`src/rtl/spi_command_master.sv`:
```
// spi_command_master: host-side SPI mode-0 controller that sends one fixed
// 8-byte command frame (instruction, address, value) per handshake, MSB first,
// and returns the last four POCI bytes of the frame as a 32-bit result.
module spi_command_master #(
    parameter int unsigned CLK_DIV    = 4,
    parameter int unsigned GAP_CYCLES = 2
) (
    input  logic        clk_i,
    input  logic        rst_i,
    input  logic        start_i,
    output logic        ready_o,
    input  logic [7:0]  instruction_i,
    input  logic [23:0] address_i,
    input  logic [31:0] value_i,
    output logic [31:0] result_o,
    output logic        done_o,
    output logic        busy_o,
    output logic        spi_sclk_o,
    output logic        spi_pico_o,
    input  logic        spi_poci_i,
    output logic        spi_cs_o
);

    localparam int unsigned FRAME_W  = 64;
    localparam int unsigned RESULT_W = 32;
    localparam int unsigned CNT_W    = 8;
    localparam int unsigned BIT_W    = 3;

    // Terminal counts for the shared divider/gap counter.
    localparam logic [CNT_W-1:0] DIV_LAST = CNT_W'(CLK_DIV - 1);
    localparam logic [CNT_W-1:0] GAP_LAST = CNT_W'((GAP_CYCLES == 0) ? 0 : GAP_CYCLES - 1);
    localparam bit               GAP_EN   = (GAP_CYCLES != 0);
    localparam logic [BIT_W-1:0] LAST_IDX = BIT_W'(7);

    typedef enum logic [2:0] {
        S_IDLE,
        S_SETUP,
        S_SHIFT,
        S_GAP,
        S_HOLD,
        S_DONE
    } state_t;

    state_t             state;
    logic [FRAME_W-1:0] tx_sr;
    logic [RESULT_W-1:0] rx_sr;
    logic [CNT_W-1:0]   div_cnt;
    logic [BIT_W-1:0]   bit_cnt;
    logic [BIT_W-1:0]   byte_cnt;

    // Frame sequencer: divider, bit/byte counters, shift registers and all SPI/handshake outputs.
    always_ff @(posedge clk_i) begin
        if (rst_i) begin
            state      <= S_IDLE;
            ready_o    <= 1'b1;
            busy_o     <= 1'b0;
            done_o     <= 1'b0;
            result_o   <= '0;
            spi_cs_o   <= 1'b1;
            spi_sclk_o <= 1'b0;
            spi_pico_o <= 1'b0;
            tx_sr      <= '0;
            rx_sr      <= '0;
            div_cnt    <= '0;
            bit_cnt    <= '0;
            byte_cnt   <= '0;
        end else begin
            done_o <= 1'b0;
            case (state)
                S_IDLE: begin
                    if (start_i && ready_o) begin
                        tx_sr      <= {instruction_i, address_i, value_i};
                        spi_pico_o <= instruction_i[7];
                        spi_cs_o   <= 1'b0;
                        ready_o    <= 1'b0;
                        busy_o     <= 1'b1;
                        div_cnt    <= '0;
                        state      <= S_SETUP;
                    end
                end

                S_SETUP: begin
                    if (div_cnt == DIV_LAST) begin
                        div_cnt <= '0;
                        state   <= S_SHIFT;
                    end else begin
                        div_cnt <= div_cnt + CNT_W'(1);
                    end
                end

                S_SHIFT: begin
                    if (div_cnt != DIV_LAST) begin
                        div_cnt <= div_cnt + CNT_W'(1);
                    end else begin
                        div_cnt <= '0;
                        if (!spi_sclk_o) begin
                            // Rising SCLK: capture responder data.
                            spi_sclk_o <= 1'b1;
                            rx_sr      <= {rx_sr[RESULT_W-2:0], spi_poci_i};
                        end else begin
                            // Falling SCLK: present the next transmit bit.
                            spi_sclk_o <= 1'b0;
                            tx_sr      <= {tx_sr[FRAME_W-2:0], 1'b0};
                            spi_pico_o <= tx_sr[FRAME_W-2];
                            if (bit_cnt != LAST_IDX) begin
                                bit_cnt <= bit_cnt + BIT_W'(1);
                            end else begin
                                bit_cnt <= '0;
                                if (byte_cnt == LAST_IDX) begin
                                    byte_cnt <= '0;
                                    state    <= S_HOLD;
                                end else begin
                                    byte_cnt <= byte_cnt + BIT_W'(1);
                                    state    <= GAP_EN ? S_GAP : S_SHIFT;
                                end
                            end
                        end
                    end
                end

                S_GAP: begin
                    if (div_cnt == GAP_LAST) begin
                        div_cnt <= '0;
                        state   <= S_SHIFT;
                    end else begin
                        div_cnt <= div_cnt + CNT_W'(1);
                    end
                end

                S_HOLD: begin
                    if (div_cnt == DIV_LAST) begin
                        div_cnt  <= '0;
                        spi_cs_o <= 1'b1;
                        result_o <= rx_sr;
                        done_o   <= 1'b1;
                        state    <= S_DONE;
                    end else begin
                        div_cnt <= div_cnt + CNT_W'(1);
                    end
                end

                S_DONE: begin
                    ready_o <= 1'b1;
                    busy_o  <= 1'b0;
                    state   <= S_IDLE;
                end

                default: begin
                    state <= S_IDLE;
                end
            endcase
        end
    end

endmodule

```
`config.mk`:
```
export PLATFORM = sky130hd
export DESIGN_NAME = spi_command_master
export DESIGN_NICKNAME = d
export VERILOG_FILES = /design/src/rtl/spi_command_master.sv
export SDC_FILE = /design/constraint.sdc
export NUM_CORES = 1
export LEC_CHECK = 0
export BUFFER_PORTS_ARGS = -buffer_cell sky130_fd_sc_hd__buf_2
export CAP_MARGIN = 0
export CORE_UTILIZATION = 56
export CTS_BUF_LIST = sky130_fd_sc_hd__clkbuf_2 sky130_fd_sc_hd__clkbuf_4 sky130_fd_sc_hd__clkbuf_8
export DETAILED_ROUTE_END_ITERATION = 7
export PLACE_DENSITY = 0.92
export SYNTH_ARGS = -nofsm -noshare
export SYNTH_HDL_FRONTEND = slang
export SYNTH_SLANG_ARGS = --single-unit
```
`constraint.sdc`:
```
create_clock -name clk_i -period 2.7 [get_ports clk_i]
set_clock_uncertainty 0.2 [all_clocks]
set_input_delay 0.54 -clock clk_i [delete_from_list [all_inputs] [get_ports clk_i]]
set_output_delay 0.54 -clock clk_i [all_outputs]
set_load 0.05 [all_outputs]
```
==> impl_metrics.json, run 1 <==
{
  "status": "completed",
  "netlist_top_cells_area": "dfxtp_1, nand2_1, a311oi_1, nor2_1, a22o_1",
  "critPathLaunch": "div_cnt[0]",
  "regToRegStartpoint": "div_cnt[0]",
  "syn_inst": 709,
  "die_h_um": 105,
  "slew_headroom": 0.588,
  "synthFlopType": "dfxtp_1",
  "grt_max_degree": 66,
  "die_width_um": 105,
  "setup_viol_count_final": 0,
  "critPathCapture": "tx_sr[39]",
  "end_kind": "register",
  "dpl-instance-area_sq_um": 6590,
  "antenna_found_initial": 0,
  "fin_crit_sh": 0.926,
  "cts_buffer_depth": 2,
  "hold_violations": 0,
  "ys_seq_area_frac": 0.509,
  "fmax_mhz": 400,
  "routed_via_density": 5.56,
  "h-tree-depth": 4,
  "start_util": 0.574,
  "grt_usage": 0.227,
  "worstPathMaxFanout": 38,
  "ant_nets": 0,
  "cts_resized": 0,
  "wl_per_cell_um": 13.1,
  "leakagePower_uw": 0.00288,
  "p_per_area_nw_per_um2": 761,
  "place.port_buffers": 105,
  "synth_top_area_cell": "dfxtp_1",
  "synth_compound_gate_area_share": 0.206,
  "final_cell_area_sq_um": 7010,
  "drt_iter0_drc": 249,
  "synthXorXnorAreaFrac": 0.00148,
  "synth_top_family_by_area": "simple AND/OR/NAND/NOR gates",
  "num_vias": 5217,
  "core_sq_um": 10300,
  "synth_area_sq_um": 5900,
  "fin_setup_tns_ps": 0,
  "ys_ff_latch": 150,
  "cts_sinks": 150,
  "cts_root_buf": "clkbuf_8",
  "layout_min_cycle_time_ps": 2500,
  "nets": 864,
  "io_pins": 106,
  "gr-total-overflow": 0,
  "drcViolationCount": 0,
  "synth_mux_area_frac": 0.00848,
  "maxCapViolCount": 0,
  "ys_warn_count": 0,
  "slew_violations": 0,
  "gp_congestion": 0.794,
  "min_path_type": "in2reg",
  "dp_hpwl_um": 8030,
  "post-cts-setup-buffer-count": 0,
  "rows": 37,
  "synth_edf_count": 0,
  "layout-drive-gt1-share": 0.200,
  "insertion_delay_ps": 440,
  "worstReg2RegEnd": "tx_sr[39]",
  "crit_arrival_ps": 2640,
  "final_util": 0.682,
  "cts_hold_buffers": 0,
  "peakVddDrop_v": 0.000400,
  "synth_cell_types": 36,
  "critPathKind": "reg2reg",
  "cp-start-kind": "register",
  "tightest_slew_ps": 619,
  "area_growth_pct": 18.8,
  "r2r_cells": 7,
  "fp.dieArea_sq_um": 11000,
  "synthSimpleGateAreaFrac": 0.218,
  "routed_wl_um": 12300,
  "rrSetupSlack_ps": 200,
  "syn_avg_cell_area_sq_um": 8.32,
  "drtPass1Iterations": 5,
  "cts_buffers": 17,
  "cp.required_ps": 2840,
  "synth_fp_nets": 783,
  "yosysTopAreaCellShare": 0.509,
  "async_reset_ff_frac": 0,
  "grt_pass1_wl_um": 20700,
  "antennaDiodeCount": 0,
  "cts_tree": "built",
  "grt_pass1_vias": 4706,
  "rsz0062_at_grt": "no",
  "clkTransAtPathRegs_ps": 90,
  "synthAdderAreaFrac": 0.0127
}
cells in the final DEF (no fill, tap or decap), drive strengths merged, types with 5 or more instances in the layout:
| cell | synthesis | final |
|---|---|---|
| nand2 | 207 | 207 |
| dfxtp | 150 | 150 |
| buf | 13 | 120 |
| nor2 | 80 | 80 |
| a311oi | 63 | 63 |
| a21oi | 49 | 49 |
| a22o | 32 | 32 |
| clkbuf | 45 | 17 |
| inv | 7 | 14 |
| o21ai | 9 | 9 |
| nand3 | 7 | 7 |
| ha | 6 | 6 |
| mux2i | 5 | 5 |
| clkinv | 0 | 5 |
| nor3 | 5 | 5 |
logic make-up after synthesis:
group / Yosys count
flip-flops: 150
AND/OR/NAND/NOR: 317
buffers and inverters: 65
AO/OA/AOI/OAI: 165
adder cells (fa/ha/maj): 6
multiplexers: 5
XOR/XNOR: 1
report_power, final:
group / internal [uW] / total, uW / switching (uW) / leakage (uW)
clock network: 864 / 1790 / 925 / 0.000210
logic: 383 / 979 / 596 / 0.00144
registers: 2420 / 2560 / 138 / 0.00122
total: 3670 / 5330 / 1660 / 0.00288
state kept, by name, indices dropped and copies added, names as in the netlist:
register    cells
bit_cnt         3
busy_o          1
byte_cnt        3
div_cnt         8
done_o          1
ready_o         1
result_o       32
rx_sr          32
spi_cs_o        1
spi_pico_o      1
spi_sclk_o      1
state           3
tx_sr          63
stage by stage:
stage	hold WS [ps]	setup WS, ps	std cells	power (uW)
6_report	160	199	939	5330
5_1_grt	148	15.4	939	5600
4_1_cts	140	191	939	5360
3_5_place_dp	260	217	907	3580
3_3_place_gp	245	326	907	3540
2_1_floorplan	236	506	709	3280
worst min-delay path by stage:
stage	slack (ps)	endpoint	cells after the start	from
2_1_floorplan	240	rx_sr[31]	2	rx_sr[31]
3_3_place_gp	250	rx_sr[31]	2	rx_sr[31]
3_5_place_dp	260	rx_sr[23]	2	rx_sr[23]
4_1_cts	140	tx_sr[48]	3	address_i[16]
5_1_grt	150	tx_sr[42]	3	address_i[10]
6_report	160	tx_sr[48]	3	address_i[16]
routing by layer:
metal  up-vias  GRT usage  wire length (um)
li1       2637          -                 -
met1      2415      0.290              5590
met2       147      0.377              5860
met3        18     0.0593               659
met4         0     0.0714               153
met5         -          0                 0
critical path, cell delays in order (launching register included):
cell and delay (ps):
dfxtp_1 420, ha_1 290, nor3b_2 290, nand4_1 180, a21oi_4 430, buf_12 250
nor2_1 60, a311oi_1 270
area by class of cell:
cell class / count / area, sq um
Fill cell: 843 / 3270
Sequential cell: 150 / 3000
Multi-Input combinational cell: 494 / 2670
Timing Repair Buffer: 120 / 716
Clock buffer: 17 / 234
Clock inverter: 15 / 188
Tap cell: 136 / 170
Inverter: 7 / 26.3
cell usage after synthesis (all sizes together), types with 3 or more instances:
| library cell | instances |
|---|---|
| clkbuf | 45 |
| a31oi | 3 |
| ha | 6 |
| buf | 13 |
| dfxtp | 150 |
| a21oi | 49 |
| o21ai | 9 |
| mux2i | 5 |
| inv | 7 |
| nand2 | 207 |
| nand3b | 3 |
| nor3 | 5 |
| nand3 | 7 |
| a22o | 32 |
| nor2 | 80 |
| a311oi | 63 |
Power figures use the tool's default switching activity.
==> run 2, diff against run 1 <==
ABC_AREA = 1   (was not set)
CTS_CLUSTER_DIAMETER = 80   (was not set)
PLACE_DENSITY = 0.91   (was 0.92)
==> run 2 against run 1 <==
Sequential share of layout area shrank 5.4 points; final cell count grew 41%; non-clock buffer count shrank 3; critical path depth grew 2; critical path type unchanged; largest power group is now combinational cells.
==> impl_metrics.json, run 2 <==
{
  "status": "completed",
  "fin_setup_tns_ps": 0,
  "cts_sinks": 150,
  "cts_buffer_depth": 2,
  "crit_path_cell_trace": "ha_1 -> inv_1 -> nor2_1 -> nand2_4 -> o21ai_4 -> buf_12 -> nand3_1 -> nand2_1 -> nor2_1",
  "hold_depth": 3,
  "cts_root_buf": "clkbuf_8",
  "critPathMostFrequentCell": "nor2_1",
  "synthXorXnorAreaFrac": 0,
  "place.port_buffers": 105,
  "worst_path_max_delay_cell": "dfxtp_1",
  "netlist_top_cells_area": "dfxtp_1, nand2_1, nor2_1, nand3_1, a21oi_1",
  "synth_cell_types": 24,
  "rrSetupSlack_ps": 490,
  "nets": 1219,
  "grt_pass1_vias": 5974,
  "drt_iter0_drc": 652,
  "synth_common_cells": "nand2_1, nor2_1, dfxtp_1",
  "antenna_found_initial": 0,
  "fin_crit_sh": 0.819,
  "hold_end": "rx_sr[0]",
  "cts_tree": "built",
  "clkTransAtPathRegs_ps": 90,
  "fp.dieArea_sq_um": 13200,
  "cp.required_ps": 2850,
  "crit_arrival_ps": 2360,
  "critPathKind": "reg2reg",
  "synth_mux_area_frac": 0,
  "io_pins": 106,
  "multi_input_area_sq_um": 3390,
  "leakagePower_uw": 0.00428,
  "drcViolationCount": 0,
  "critPathLaunch": "div_cnt[0]",
  "ys_warn_count": 0,
  "rows": 40,
  "cp-start-kind": "register",
  "synthSimpleGateAreaFrac": 0.357,
  "slowest_delay_ps": 400,
  "grt_usage": 0.242,
  "largest_register": "tx_sr",
  "cts_resized": 0,
  "synth_fp_nets": 1161,
  "synthFlopType": "dfxtp_1",
  "synth_area_sq_um": 7140,
  "finalNonFillerCells": 1326,
  "tightest_slew_ps": 939,
  "synth_top_area_cell": "dfxtp_1",
  "ys_seq_area_frac": 0.420,
  "yosysTopAreaCellShare": 0.420,
  "maxCapViolCount": 0,
  "r2r_cells": 9,
  "routed_via_density": 5.19,
  "core_sq_um": 12200,
  "crit_family": "simple AND/OR/NAND/NOR gates",
  "worstPathMaxFanout": 128,
  "area_growth_pct": 12.3,
  "die_h_um": 115,
  "min_path_type": "in2reg",
  "hold_violations": 0,
  "hp-start": "spi_poci_i",
  "seq_area_sq_um": 3000,
  "fillCellCount": 1092,
  "synth_top_family_by_area": "simple AND/OR/NAND/NOR gates",
  "layout_common_cells": "nand2_1, nor2_1, dfxtp_1",
  "layout-drive-gt1-share": 0.141,
  "dp.cells": 1294,
  "grt_pass1_wl_um": 26000,
  "drtPass1Iterations": 6,
  "gp_congestion": 0.836,
  "p_per_area_nw_per_um2": 994,
  "layout_min_cycle_time_ps": 2210,
  "syn_avg_cell_area_sq_um": 6.57,
  "dp_hpwl_um": 9260,
  "cts_buffers": 17,
  "insertion_delay_ps": 450,
  "antennaDiodeCount": 0,
  "layout_commonest_cell": "nand2_1",
  "wl_per_cell_um": 11.8,
  "synth_edf_count": 0,
  "syn_inst": 1087,
  "routed_wl_um": 15700,
  "start_util": 0.585,
  "h-tree-depth": 4,
  "synth_compound_gate_area_share": 0.106,
  "crit_buf_inv": 2,
  "num_vias": 6888,
  "die_width_um": 115,
  "rsz0062_at_grt": "no",
  "fmax_mhz": 452,
  "setup_viol_count_final": 0,
  "ys_ff_latch": 150,
  "grt_max_degree": 129,
  "post-cts-setup-buffer-count": 0,
  "slew_violations": 0,
  "regToRegStartpoint": "div_cnt[0]",
  "cts_hold_buffers": 0,
  "peakVddDrop_v": 0.000578,
  "ant_nets": 0,
  "end_kind": "register",
  "slew_headroom": 0.373,
  "yosysMostFrequentCell": "nand2_1",
  "holdWs_ps": 116,
  "reg_top3": "tx_sr (63), result_o (32), rx_sr (32)",
  "synthAdderAreaFrac": 0.0105,
  "gr-total-overflow": 0,
  "largest_reg_flops": 63,
  "async_reset_ff_frac": 0,
  "worstReg2RegEnd": "tx_sr[48]"
}
run 2: cell count changes in the layout (fill, tap and decap cells not counted), sizes merged, moves of 26 or more:
cell | before | now
a311oi | 63 | 0
nor2 | 80 | 229
inv | 14 | 91
a22o | 32 | 0
nand2 | 207 | 233
nand3 | 7 | 147
o21ai | 9 | 75
run 2: logic make-up (layout without fill, tap and decap cells):
family,Yosys count,after routing
simple gates,617,617
flops,150,150
buf+inv,165,236
fa+ha+maj,6,6
compound gates,149,149
run 2: worst max-delay path by stage:
stage          slack, ps  cells past startpoint          to
2_1_floorplan        850                      9  spi_pico_o
3_3_place_gp         630                      9   tx_sr[10]
3_5_place_dp         580                      8   tx_sr[32]
4_1_cts              550                      9   tx_sr[48]
5_1_grt              340                      8   rx_sr[23]
6_report             490                      9   tx_sr[48]
run 2: area by class of cell:
| cell class | count | share of cell area |
|---|---|---|
| Multi-Input combinational cell | 772 | 0.423 |
| Clock inverter | 15 | 0.0239 |
| Tap cell | 168 | 0.0262 |
| Sequential cell | 150 | 0.374 |
| Timing Repair Buffer | 117 | 0.0829 |
| Clock buffer | 17 | 0.0292 |
| Inverter | 87 | 0.0410 |
run 2: layer usage:
| layer | global-route usage | vias up | wire (um) |
|---|---|---|---|
| li1 | - | 3555 | - |
| met1 | 0.290 | 3112 | 7130 |
| met2 | 0.421 | 197 | 7420 |
| met3 | 0.0554 | 24 | 863 |
| met4 | 0.0935 | 0 | 247 |
| met5 | 0 | - | 0 |
run 2: through the flow:
step | setup slack, ps | util | power, uW | cell area (sq um)
global placement | 630 | 0.622 | 6070 | 7600
finish | 489 | 0.657 | 7980 | 8030
global route | 342 | 0.657 | 8550 | 8030
detailed placement | 580 | 0.622 | 6170 | 7600
CTS | 550 | 0.657 | 7990 | 8030
floorplan | 848 | - | 5790 | 7140
run 2: power breakdown:
part | switching, uW | internal (uW)
clock network | 940 | 866
logic | 2090 | 1010
registers | 309 | 2760
total | 3340 | 4640
run 2: worst reg2reg max path, stage by stage, from the launching register on:
cell,delay (ps)
dfxtp_1,400
ha_1,200
inv_1,50
nor2_1,180
nand2_4,120
o21ai_4,160
buf_12,370
nand3_1,290
nand2_1,90
nor2_1,40
